[src/rtl/tm_cpu_timing_ctrl_pkg.sv]
// rtl/tm_cpu_timing_ctrl_pkg.sv - shared types and widths for the CPU pipeline timing model
package tm_cpu_timing_ctrl_pkg;

    localparam int NTHREAD      = 64;
    localparam int NTHREADIDMSB = $clog2(NTHREAD) - 1;
    localparam int STALL_W      = 4;
    localparam int CNT_W        = 32;

    typedef enum logic [1:0] {tm_ALU, tm_MUL, tm_DIV, tm_LDST} tm_inst_class_type;

    typedef enum logic [1:0] {tm_CLEAR, tm_IDLE, tm_RUN} tm_ctrl_state_type;

    typedef enum logic [2:0] {
        tm_dbg_nop,
        tm_dbg_start,
        tm_dbg_stop,
        tm_dbg_select_start,
        tm_dbg_select_stop
    } tm_dbg_ctrl_type;

    typedef struct packed {
        logic [STALL_W-1:0] stall;
    } tm_thread_state_type;

    typedef struct packed {
        logic                  valid;
        logic [NTHREADIDMSB:0] tid;
        logic                  retired;
        logic                  replay;
        logic [31:0]           inst;
    } tm_cpu_ctrl_token_type;

    typedef struct packed {
        logic                  valid;
        logic                  run;
        logic [NTHREADIDMSB:0] tid;
        logic                  running;
    } tm2cpu_token_type;

    typedef struct packed {
        logic [NTHREADIDMSB:0] threads_active;
        logic [NTHREADIDMSB:0] threads_total;
        tm_dbg_ctrl_type       tm_dbg_ctrl;
    } dma_tm_ctrl_type;

endpackage

[src/rtl/tm_cpu_timing_ctrl_classify.sv]
// rtl/tm_cpu_timing_ctrl_classify.sv - SPARC instruction to latency class decode
module tm_inst_classify
    import tm_cpu_timing_ctrl_pkg::*;
(
    input  logic [31:0]       inst,
    output tm_inst_class_type inst_class
);

    logic [1:0] op;
    logic [5:0] op3;
    logic       unused_bits;

    assign op          = inst[31:30];
    assign op3         = inst[24:19];
    assign unused_bits = ^{inst[29:25], inst[18:0]};

    always_comb begin
        inst_class = tm_ALU;
        if (op == 2'b11) begin
            inst_class = tm_LDST;
        end else if (op == 2'b10) begin
            case (op3)
                6'h0A, 6'h0B, 6'h1A, 6'h1B: inst_class = tm_MUL;
                6'h0E, 6'h0F, 6'h1E, 6'h1F: inst_class = tm_DIV;
                default:                    inst_class = tm_ALU;
            endcase
        end
    end

endmodule

[src/rtl/tm_cpu_timing_ctrl.sv]
// rtl/tm_cpu_timing_ctrl.sv - per-thread target-latency gating of FM tokens with retire counters
module tm_cpu_timing_ctrl
    import tm_cpu_timing_ctrl_pkg::*;
#(
    parameter int LAT_ALU  = 0,
    parameter int LAT_MUL  = 3,
    parameter int LAT_DIV  = 11,
    parameter int LAT_LDST = 1
) (
    input  logic                  gclk,
    input  logic                  rst,
    input  tm_cpu_ctrl_token_type fm_tok,
    input  dma_tm_ctrl_type       dma_ctrl,
    output tm2cpu_token_type      tm_tok,
    input  logic [NTHREADIDMSB:0] cnt_rd_tid,
    output logic [CNT_W-1:0]      cnt_rd_data,
    output logic [CNT_W-1:0]      target_cycle,
    output logic                  init_done
);

    localparam int TIDW      = NTHREADIDMSB + 1;
    localparam int LAT_LIMIT = 2**STALL_W - 1;

    if (LAT_ALU > LAT_LIMIT || LAT_MUL > LAT_LIMIT || LAT_DIV > LAT_LIMIT || LAT_LDST > LAT_LIMIT) begin : g_lat_check
        $error("tm_cpu_timing_ctrl: a LAT_* parameter does not fit the stall counter");
    end

    tm_ctrl_state_type   state;
    logic [NTHREAD-1:0]  running;
    logic [TIDW-1:0]     clr_tid;
    logic                tok_valid;
    logic                tok_run;
    logic [TIDW-1:0]     tok_tid;

    tm_thread_state_type stall_ram  [NTHREAD];
    logic [CNT_W-1:0]    retire_ram [NTHREAD];

    tm_inst_class_type   inst_class;
    logic [STALL_W-1:0]  cur_stall;
    logic [CNT_W-1:0]    cur_retire;
    logic                tok_live, grant, stalled, do_retire;
    logic                st_we, rt_we;
    logic [TIDW-1:0]     waddr;
    logic [STALL_W-1:0]  wstall;
    logic [CNT_W-1:0]    wretire;
    logic [NTHREAD-1:0]  act_mask, sel_mask;

    tm_inst_classify u_classify (
        .inst       (fm_tok.inst),
        .inst_class (inst_class)
    );

    function automatic logic [STALL_W-1:0] lat_of(input tm_inst_class_type c);
        case (c)
            tm_MUL:  return STALL_W'(LAT_MUL);
            tm_DIV:  return STALL_W'(LAT_DIV);
            tm_LDST: return STALL_W'(LAT_LDST);
            default: return STALL_W'(LAT_ALU);
        endcase
    endfunction

    // Asynchronous RAM read: a write on the previous edge is already visible, so
    // back-to-back tokens for one tid never see a stale stall or retire value.
    assign cur_stall  = stall_ram[fm_tok.tid].stall;
    assign cur_retire = retire_ram[fm_tok.tid];
    assign tok_live   = fm_tok.valid && (state != tm_CLEAR);
    assign grant      = tok_live && running[fm_tok.tid] && (cur_stall == '0);
    assign stalled    = tok_live && running[fm_tok.tid] && (cur_stall != '0);
    assign do_retire  = grant && fm_tok.retired && !fm_tok.replay;

    always_comb begin
        st_we   = 1'b0;
        rt_we   = 1'b0;
        waddr   = fm_tok.tid;
        wstall  = cur_stall;
        wretire = cur_retire;
        if (state == tm_CLEAR) begin
            st_we   = 1'b1;
            rt_we   = 1'b1;
            waddr   = clr_tid;
            wstall  = '0;
            wretire = '0;
        end else if (stalled) begin
            st_we  = 1'b1;
            wstall = cur_stall - STALL_W'(1);
        end else if (do_retire) begin
            st_we   = 1'b1;
            rt_we   = 1'b1;
            wstall  = lat_of(inst_class);
            wretire = cur_retire + CNT_W'(1);
        end
    end

    always_ff @(posedge gclk) begin
        if (st_we) stall_ram[waddr] <= '{stall: wstall};
        if (rt_we) retire_ram[waddr] <= wretire;
    end

    always_comb begin
        act_mask = '0;
        for (int i = 0; i < NTHREAD; i++) begin
            act_mask[i] = (TIDW'(i) <= dma_ctrl.threads_active);
        end
    end

    assign sel_mask = NTHREAD'(1) << dma_ctrl.threads_active;

    always_ff @(posedge gclk) begin
        if (rst) begin
            state        <= tm_CLEAR;
            clr_tid      <= '0;
            running      <= '0;
            init_done    <= 1'b0;
            tok_valid    <= 1'b0;
            tok_run      <= 1'b0;
            tok_tid      <= '0;
            cnt_rd_data  <= '0;
            target_cycle <= '0;
        end else begin
            tok_valid   <= tok_live;
            tok_run     <= grant;
            tok_tid     <= fm_tok.tid;
            cnt_rd_data <= (state == tm_CLEAR) ? '0 : retire_ram[cnt_rd_tid];
            if (state == tm_RUN && fm_tok.valid && fm_tok.tid == dma_ctrl.threads_total) begin
                target_cycle <= target_cycle + CNT_W'(1);
            end
            case (state)
                tm_CLEAR: begin
                    clr_tid <= clr_tid + TIDW'(1);
                    if (clr_tid == TIDW'(NTHREAD - 1)) begin
                        state     <= tm_IDLE;
                        init_done <= 1'b1;
                    end
                end
                tm_IDLE: begin
                    if (dma_ctrl.tm_dbg_ctrl == tm_dbg_start) begin
                        running <= running | act_mask;
                        state   <= tm_RUN;
                    end else if (dma_ctrl.tm_dbg_ctrl == tm_dbg_select_start) begin
                        running <= running | sel_mask;
                        state   <= tm_RUN;
                    end
                end
                tm_RUN: begin
                    if (dma_ctrl.tm_dbg_ctrl == tm_dbg_stop) begin
                        running <= '0;
                        state   <= tm_IDLE;
                    end else if (dma_ctrl.tm_dbg_ctrl == tm_dbg_select_stop) begin
                        running <= running & ~sel_mask;
                        if ((running & ~sel_mask) == '0) state <= tm_IDLE;
                    end
                end
                default: state <= tm_CLEAR;
            endcase
        end
    end

    assign tm_tok = '{valid: tok_valid, run: tok_run, tid: tok_tid, running: (state == tm_RUN)};

endmodule

[config.mk]
export PLATFORM = sky130hd
export DESIGN_NAME = tm_cpu_timing_ctrl
export DESIGN_NICKNAME = d
export VERILOG_FILES = /design/src/rtl/tm_cpu_timing_ctrl_pkg.sv /design/src/rtl/tm_cpu_timing_ctrl_classify.sv /design/src/rtl/tm_cpu_timing_ctrl.sv
export SDC_FILE = /design/constraint.sdc
export NUM_CORES = 2
export LEC_CHECK = 0
export CAP_MARGIN = 20
export CORE_UTILIZATION = 36
export CTS_CLUSTER_DIAMETER = 50
export DETAILED_ROUTE_END_ITERATION = 8
export PLACE_DENSITY = 0.53
export SLEW_MARGIN = 5
export SYNTH_ARGS = -nofsm -noshare
export SYNTH_HDL_FRONTEND = slang
export SYNTH_SLANG_ARGS = --single-unit
[constraint.sdc]
create_clock -name gclk -period 11.86 [get_ports gclk]
set_clock_uncertainty 0.1 [all_clocks]
set_input_delay 1.779 -clock gclk [delete_from_list [all_inputs] [get_ports gclk]]
set_output_delay 1.779 -clock gclk [all_outputs]
set_load 0.03 [all_outputs]
==> flow_metrics.env <==
export IMPL_numCtsBuffers=334
export IMPL_wl_mm=436
export IMPL_placementRows=206
export IMPL_clkPwrFrac_pct=44.3
export IMPL_rr_endpoint="retire_ram[55][17]$_DFFE_PP_"
export IMPL_cts_root_buf="clkbuf_16"
export IMPL_r2r_cells=12
export IMPL_synth_edff_count=2304
export IMPL_hold_class="reg -> reg"
export IMPL_ys_seq_elements=2449
export IMPL_peakVddDrop_v=0.000179
export IMPL_drive_gt1_share_pct=32.2
export IMPL_cts_sinks=2449
export IMPL_worstHoldPathCells=2
export IMPL_muxShareOfSynthArea_pct=25.5
export IMPL_crit_top_cell="mux4_2"
export IMPL_cp_required_ns=12.32
export IMPL_cap_violations=0
export IMPL_area_delta_synth_final_pct=16.3
export IMPL_grt_overflow=0
export IMPL_netlist_area_um2=115000
export IMPL_path_clk_slew_ns=0.06
export IMPL_drc_errors=0
export IMPL_power_leakage_nw=42.6
export IMPL_setup_ws_ns=3.48
export IMPL_r2r_start="stall_ram[31][0]$_DFFE_PP_"
export IMPL_slowest_delay_ns=1.15
export IMPL_combPwrFrac_pct=12.1
export IMPL_synth_xor_area_share_pct=0.336
export IMPL_fin_crit_sh_pct=70.7
export IMPL_synth_ff_type="edfxtp_1"
export IMPL_wl_per_cell_um=39.8
export IMPL_grt_max_degree=109
export IMPL_vias_per_cell=6.49
export IMPL_post_cts_buffers=0
export IMPL_synth_compound_area_share_pct=4.20
export IMPL_die_h_um=566
export IMPL_max_freq_mhz=119
export IMPL_finalSetupTns_ns=0
export IMPL_h_tree_depth=5
export IMPL_syn_nets=6302
export IMPL_syn_inst=6229
export IMPL_asyncSetResetFlopFracSynth_pct=0
export IMPL_ys_seq_area_share_pct=62.9
export IMPL_cts_hold_buffers=0
export IMPL_r2r_slack_ns=5.20
export IMPL_p_per_area_nw_per_um2=174
export IMPL_synth_top_family_by_area="multiplexers"
export IMPL_coreArea_um2=316000
export IMPL_crit_type="in -> reg"
export IMPL_synth_fa_ha_area_share_pct=0.0982
export IMPL_dieArea_um2=321000
export IMPL_cp_start_kind="input pin"
export IMPL_ant_nets=0
export IMPL_drv_slew=0
export IMPL_yosysWarnings=0
export IMPL_nNetsFinal=6560
export IMPL_crit_chain="buf_8 > buf_4 > mux4_2 > mux4_2 > mux4_2 > inv_2 > ha_1 > inv_1 > nor4_4 > nand3_1 > nand2_1 > nand3_1 > nor2_4 > buf_4"
export IMPL_max_slew_margin_pct=15.6
export IMPL_hold_violations=0
export IMPL_grt_pass1_wl_mm=592
export IMPL_place_ws_ns=2.68
export IMPL_grt_pass1_vias=69500
export IMPL_endpoint_kind="register"
export IMPL_initial_utilization_pct=36.3
export IMPL_layout_min_cycle_time_ns=8.38
export IMPL_switchingPower_mw=6.21
export IMPL_synthSimpleGateAreaFrac_pct=4.43
export IMPL_seqPwrFrac_pct=43.5
export IMPL_crit_fanout=59
export IMPL_ctsResizeCount=0
export IMPL_drt_iter0_markers=11300
export IMPL_cts_tree="yes"
export IMPL_setup_viol=0
export IMPL_io_buffers=111
export IMPL_dr_total_vias=71000
export IMPL_die_w_um=566
export IMPL_place_congestion=0.906
export IMPL_switching_share_pct=26.8
export IMPL_grtUsageTotal_pct=26.7
export IMPL_synthDistinctLibCells=96
export IMPL_cp_arrival_ns=8.84
export IMPL_rsz0062_at_grt="false"
export IMPL_whs_endpoint="running[48]$_SDFFE_PP0P_"
export IMPL_antenna_found_initial=31
export IMPL_outcome="completed"
export IMPL_finalInstanceArea_um2=133000
export IMPL_clk_latency_ns=0.97
export IMPL_crit_slowest_cell="nor2_4"
export IMPL_min_from="running[48]$_SDFFE_PP0P_"
export IMPL_cp_startpoint="fm_tok[34]"
export IMPL_intPower_mw=17.0
export IMPL_worstMarginPinSlew_ns=1.25
export IMPL_first_pass_iters=7
export IMPL_post_dp_cell_area_um2=122000
export IMPL_dp_hpwl_mm=261
export IMPL_syn_area_per_cell_um2=18.4
export IMPL_cts_path_max_buffers=4
export IMPL_io_pins=138
worst max-delay path: cells and delay by family:
family / cells / cell delay [ns]
fa+ha+maj: 1 / 0.17
buf+inv: 5 / 1.57
mux: 3 / 1.61
simple gates: 5 / 3.35
cell usage in the layout (no fill, tap or decap), types with 28 or more instances in the layout:
cell	count
edfxtp_1	2304
mux4_2	1142
clkbuf_16	340
mux2i_1	257
nor2_1	251
buf_4	243
nand2_1	205
o21ai_0	161
a21oi_1	155
dfxtp_1	145
nand3_1	122
a22oi_1	120
clkdlybuf4s50_1	98
nor2_4	78
nor3_1	68
a211oi_1	67
clkinv_2	51
buf_12	48
nor2b_1	47
o22ai_1	37
clkinv_1	35
clkbuf_1	35
nand4_1	34
inv_6	32
clkinv_4	31
bufinv_16	31
nand2b_1	28
xor2_1	28
metrics by stage:
step                      hold slack [ns]  power (mW)  cells  util [%]
after floorplan                     0.338        11.8   6229         -
after global placement              0.371        13.0  10300      38.5
after detailed placement            0.366        13.0  10300      38.5
after CTS                           0.375        23.2  10900      42.1
after global routing                0.382        23.7  10900      42.2
final                               0.381        23.2  10900      42.2
synth_stat cells (56+ instances only):
library cell  instances  area (um^2)
edfxtp_1           2304        69200
dfxtp_1             145         2900
nand2_1             205          769
nor3_1               76          380
mux4_2             1142        25700
mux2i_1             258         2580
a21oi_1             162          811
clkbuf_1            253          950
o21ai_0             163          816
nor2_1              331         1240
a22oi_1             120          901
nor2b_1              56          350
a211oi_1             68          510
buf_1                70          263
nand3_1             122          611
kinds of logic after synthesis:
kind of cell,count (synthesis)
flip-flops,2449
AO/OA/AOI/OAI,735
AND/OR/NAND/NOR,1031
XOR/XNOR,44
multiplexers,1446
adder cells (fa/ha/maj),9
buffers and inverters,515
layout make-up:
| type | count | area (um^2) |
|---|---|---|
| Antenna cell | 15 | 37.5 |
| Fill cell | 27700 | 183000 |
| Sequential cell | 2449 | 72100 |
| Tap cell | 4160 | 5200 |
| Clock buffer | 382 | 8740 |
| Timing Repair Buffer | 406 | 4050 |
| Multi-Input combinational cell | 3265 | 40400 |
| Clock inverter | 234 | 2680 |
| Inverter | 31 | 121 |
worst max path at each step:
| stage | to | slack, ns | cells past startpoint |
|---|---|---|---|
| 3_3_place_gp | retire_ram[53][17]$_DFFE_PP_ | 2.61 | 14 |
| 3_5_place_dp | retire_ram[41][31]$_DFFE_PP_ | 2.68 | 14 |
| 6_report | retire_ram[55][17]$_DFFE_PP_ | 3.48 | 14 |
| 2_1_floorplan | retire_ram[0][20]$_DFFE_PP_ | 0.81 | 20 |
| 5_1_grt | retire_ram[38][31]$_DFFE_PP_ | 3.38 | 14 |
| 4_1_cts | retire_ram[38][31]$_DFFE_PP_ | 3.66 | 14 |
power groups by stage:
stage	logic, mW	clock network [mW]	registers (mW)
final	2.81	10.3	10.1
after global routing	2.88	10.7	10.1
after CTS	2.76	10.4	10.1
after detailed placement	2.75	0	10.3
after global placement	2.71	0	10.3
after floorplan	1.50	0	10.3
registers in the layout, summed over array words and instances (netlist names):
name and count:
clr_tid 6, cnt_rd_data 32, init_done 1, retire_ram 2048
running 64, stall_ram 256, state 2, target_cycle 32
tok_run 1, tok_tid 6, tok_valid 1
per-layer routing:
layer	part of all wire, %	up-vias	wire [um]	track usage [%]
li1	-	27100	-	-
met1	39	38400	170000	36.5
met2	46	4636	199000	40.8
met3	11	858	47500	6.55
met4	4.5	16	19500	10.6
met5	0.069	-	299	0.431
Note: power is estimated with default switching activity, not from simulation.
